[config.mk]
export PLATFORM = sky130hd
export DESIGN_NAME = fb_blank_write_arbiter
export DESIGN_NICKNAME = d
export VERILOG_FILES = /design/src/rtl/fb_blank_write_arbiter.sv
export SDC_FILE = /design/constraint.sdc
export NUM_CORES = 1
export LEC_CHECK = 0
export ABC_AREA = 1
export CAP_MARGIN = 20
export CORE_ASPECT_RATIO = 1.2
export CORE_MARGIN = 2
export CORE_UTILIZATION = 42
export CTS_CLUSTER_DIAMETER = 30
export CTS_CLUSTER_SIZE = 40
export DETAILED_ROUTE_END_ITERATION = 10
export GPL_ROUTABILITY_DRIVEN = 0
export PLACE_DENSITY = 0.82
export SYNTH_ARGS = -nofsm -noshare
export SYNTH_HDL_FRONTEND = slang
export SYNTH_SLANG_ARGS = --single-unit
export TNS_END_PERCENT = 5
[constraint.sdc]
create_clock -name clk -period 1.6 [get_ports clk]
set_input_delay 0.32 -clock clk [delete_from_list [all_inputs] [get_ports clk]]
set_output_delay 0.32 -clock clk [all_outputs]
set_load 0.02 [all_outputs]
[src/rtl/fb_blank_write_arbiter.sv]
// Framebuffer port arbiter: display owns the RAM during active video, and the writer gets
// bounded bursts in blanking. RAM outputs are registered, and display read data is valid 2 clks on.
// The writer is stalled by withholding wr_ack, and at most one word is accepted every other clk_en.
module fb_blank_write_arbiter #(
    parameter int ADDR_W    = 19,
    parameter int DATA_W    = 8,
    parameter int H_LAST    = 800,
    parameter int GUARD     = 8,
    parameter int MAX_BURST = 64
) (
    input  logic              clk,
    input  logic              reset_n,
    input  logic              clk_en,
    input  logic [10:0]       h_count,
    input  logic              hblank,
    input  logic              vblank,
    input  logic [ADDR_W-1:0] disp_addr,
    output logic              disp_rvalid,
    output logic [DATA_W-1:0] disp_rdata,
    input  logic              wr_req,
    input  logic [ADDR_W-1:0] wr_addr,
    input  logic [DATA_W-1:0] wr_data,
    output logic              wr_ack,
    output logic              wr_grant,
    output logic [ADDR_W-1:0] mem_addr,
    output logic              mem_we,
    output logic [DATA_W-1:0] mem_wdata,
    input  logic [DATA_W-1:0] mem_rdata
);

    typedef enum logic {DISP, WRITE} state_t;

    localparam logic [10:0] H_CLOSE   = 11'(H_LAST + 1 - GUARD);
    localparam logic [7:0]  BURST_MAX = 8'(MAX_BURST);

    state_t              state, state_nxt;
    logic [7:0]          burst, burst_nxt;
    logic [ADDR_W-1:0]   addr_nxt;
    logic [DATA_W-1:0]   wdata_nxt;
    logic                we_nxt, ack_nxt;
    logic                rd_pend;
    logic                win_open, can_write;

    // Window closes GUARD h_count values before line end so the display gets the RAM back in time.
    assign win_open   = vblank | (hblank & (h_count < H_CLOSE));
    // !wr_ack: the writer has not yet presented its next word in the ack cycle.
    assign can_write  = win_open & wr_req & ~wr_ack & (burst < BURST_MAX);
    assign wr_grant   = (state == WRITE);
    assign disp_rdata = mem_rdata;

    always_comb begin
        state_nxt = state;
        burst_nxt = burst;
        addr_nxt  = mem_addr;
        wdata_nxt = mem_wdata;
        we_nxt    = 1'b0;
        ack_nxt   = 1'b0;
        if (clk_en) begin
            if (!win_open) begin
                burst_nxt = '0;
            end
            case (state)
                DISP: begin
                    addr_nxt = disp_addr;
                    if (can_write) begin
                        state_nxt = WRITE;
                    end
                end
                WRITE: begin
                    if (can_write) begin
                        addr_nxt  = wr_addr;
                        wdata_nxt = wr_data;
                        we_nxt    = 1'b1;
                        ack_nxt   = 1'b1;
                        burst_nxt = burst + 8'd1;
                    end else if (!win_open || !wr_req || burst == BURST_MAX) begin
                        state_nxt = DISP;
                        addr_nxt  = disp_addr;
                    end
                end
                default: state_nxt = DISP;
            endcase
        end
    end

    always_ff @(posedge clk or negedge reset_n) begin
        if (!reset_n) begin
            state       <= DISP;
            burst       <= '0;
            mem_addr    <= '0;
            mem_wdata   <= '0;
            mem_we      <= 1'b0;
            wr_ack      <= 1'b0;
            rd_pend     <= 1'b0;
            disp_rvalid <= 1'b0;
        end else begin
            state       <= state_nxt;
            burst       <= burst_nxt;
            mem_addr    <= addr_nxt;
            mem_wdata   <= wdata_nxt;
            mem_we      <= we_nxt;
            wr_ack      <= ack_nxt;
            // Address is registered this clk, and the RAM returns the data on the next one.
            rd_pend     <= clk_en & (state == DISP);
            disp_rvalid <= rd_pend;
        end
    end

endmodule

==> flow_metrics.tcl, run 1 <==
set metrics [dict create \
    status "finished clean" \
    grt_pass1_vias 2421 \
    netlist_area_um2 2360 \
    die-area_um2 6230 \
    setup_viol 0 \
    drv_cap 0 \
    finClkSkew_ps 7.71 \
    cp.arrival_ps 1250 \
    drt_iter0_markers 83 \
    layout.cells.non_filler 495 \
    slew_headroom_pct 71.0 \
    slowest_delay_ps 600 \
    worstPathMaxFanout 2 \
    final_common_cell "nand2_1" \
    htreeDepth 2 \
    initial_core_util_pct 43.9 \
    crit_required_ps 1280 \
    cts_tree "built" \
    min_path_type "reg2reg" \
    routed_via_density 4.77 \
    vias 2361 \
    grt_start_max_net_pins 23 \
    timing.final.crit_share_pct 98.0 \
    worst-path-buf-inv 1 \
    power.total_mw 3.02 \
    critPathKind "reg2out" \
    io_pins 110 \
    synth_top_family_by_area "simple AND/OR/NAND/NOR gates" \
    worst_pin_slew_ps 434 \
    dp_hpwl_um 4570 \
    ys_seq_area_share_pct 41.4 \
    synth-xor-area-share_pct 1.49 \
    synthMuxAreaShare_pct 0 \
    post-place-cells 485 \
    syn_nets 403 \
    synth_cell_types 26 \
    core_area_um2 5370 \
    synth_compound_area_share_pct 0.955 \
    track_usage_pct 19.8 \
    drive_gt1_share_pct 13.4 \
    insertion_delay_ps 300 \
    synth_seq_cells 39 \
    vdd_ir_drop_max_uv 622 \
    area_delta_synth_final_pct 52.3 \
    clk_transition_reported_paths_ps 80 \
    clockRootBuffer "clkbuf_8" \
    synthSimpleGateAreaFrac_pct 36.5 \
    synth.avg_cell_area_um2 7.14 \
    num_antenna_cells 0 \
    overflow 0 \
    drc_errors 0 \
    slew_viol_final 0 \
    clockBufferDepth 2 \
    wl_per_cell_um 12.5 \
    ys_warn_count 0 \
    routed_wl_um 6180 \
    hold_violations 0 \
    fmax_ghz 0.638 \
    powerDensity_nw_per_um2 841 \
    first_pass_iters 4 \
    die_x_um 72.4 \
    nNetsFinal 505 \
    crit_chain "clkdlybuf4s50_1" \
    period_needed_ps 1570 \
    die_h_um 86.1 \
    cp_slowest_cell "clkdlybuf4s50_1" \
    final_cell_mix "116 x nand2_1, 57 x inv_1, 52 x clkdlybuf4s50_1" \
    syn_inst 330 \
    synth_fa_ha_area_share_pct 1.06 \
    rows 29 \
    io_buffers 93 \
    clock_sinks 39 \
    antenna_found_initial 0 \
    setup.worst_path.end_class "output port" \
    power.leakage_nw 2.19 \
    cp_top_family "buffers and inverters" \
    utilization_pct 66.9 \
    grt_first_pass_wirelength_um 9860 \
    rsz0062_at_grt "true" \
    drtAntennaViolNets 0 \
    cts_buffers 5 \
    startpoint_type "flop" \
]
[Yosys cell counts, drive strengths merged]
| library cell | number | share of area, % |
|---|---|---|
| nand3 | 31 | 6.8 |
| clkinv | 1 | 0.16 |
| o211ai | 1 | 0.32 |
| buf | 18 | 6.4 |
| o21ai | 1 | 0.21 |
| ha | 2 | 1.1 |
| nand2 | 127 | 21 |
| dlygate4sd1 | 1 | 0.37 |
| inv | 61 | 9.7 |
| dfrtp | 39 | 41 |
| a21oi | 2 | 0.42 |
| clkbuf | 4 | 1.9 |
| xor2 | 4 | 1.5 |
| nor3 | 3 | 0.85 |
| nand4 | 22 | 5.8 |
| nor2 | 13 | 2.2 |
[layer usage]
| metal | share of wire, % | vias up | track usage (%) |
|---|---|---|---|
| li1 | - | 1200 | - |
| met1 | 39 | 1083 | 20.7 |
| met2 | 54 | 66 | 37.5 |
| met3 | 5.0 | 12 | 4.35 |
| met4 | 1.7 | 0 | 8.08 |
| met5 | 0 | - | 0 |
[state kept, by name, summed over array words and instances (netlist names)]
name         count
mem_wdata        8
disp_rvalid      1
rd_pend          1
mem_we           1
wr_grant         1
burst            8
mem_addr        19
[cells by family after synthesis]
family	Yosys count
flip-flops	39
adder cells (fa/ha/maj)	2
AND/OR/NAND/NOR	196
XOR/XNOR	4
AO/OA/AOI/OAI	4
buffers and inverters	85
[stage by stage]
| step | setup WS [ps] | hold WS, ps | setup TNS, ps | instance area [µm²] |
|---|---|---|---|---|
| 3_3_place_gp | -401 | 281 | -12470 | 3370 |
| 3_5_place_dp | -432 | 288 | -13730 | 3370 |
| 6_report | 32.2 | 370 | 0 | 3590 |
| 5_1_grt | -19.3 | 372 | -116 | 3590 |
| 2_1_floorplan | 154 | 24.4 | 0 | 2360 |
| 4_1_cts | -4.86 | 372 | -4.86 | 3460 |
[worst paths after layout]
| check | startpoint | end | slack, ps | cells past startpoint |
|---|---|---|---|---|
| hold reg to reg | rd_pend | disp_rvalid | 370 | 0 |
| hold / removal | rd_pend | disp_rvalid | 370 | 0 |
| setup / recovery | mem_addr[5] | mem_addr[5] | 30 | 1 |
| max in group asynchronous | reset_n | burst[1] | 650 | 3 |
| min in group asynchronous | reset_n | mem_wdata[3] | 490 | 2 |
| setup reg to reg | burst[0] | mem_addr[5] | 90 | 12 |
[final cells by class]
type	instances	area (µm²)
Timing Repair Buffer	118	1200
Multi-Input combinational cell	206	1000
Tap cell	62	77.6
Fill cell	465	1780
Sequential cell	39	976
Inverter	62	235
Clock inverter	3	23.8
Clock buffer	5	68.8
[repair_timing]
item                       in CTS  in global routing
hold endpoints to repair       17                  0
setup endpoints to repair      45                 53
resized for setup              20                 45
pin swaps                       5                 19
hold buffers                    1                  0
buffers inserted                0                  1
[power by group]
part | switching [mW] | leakage (nW) | internal [mW]
logic | 0.576 | 1.66 | 0.522
clock network | 0.373 | 0.0408 | 0.311
registers | 0.0951 | 0.487 | 1.14
Power figures use the tool's default switching activity.
==> run 2, diff against run 1 <==
- CAP_MARGIN: 20 -> not set
==> results of run 2 <==
The final DEF is identical to that of run 1; final timing and power are the same.
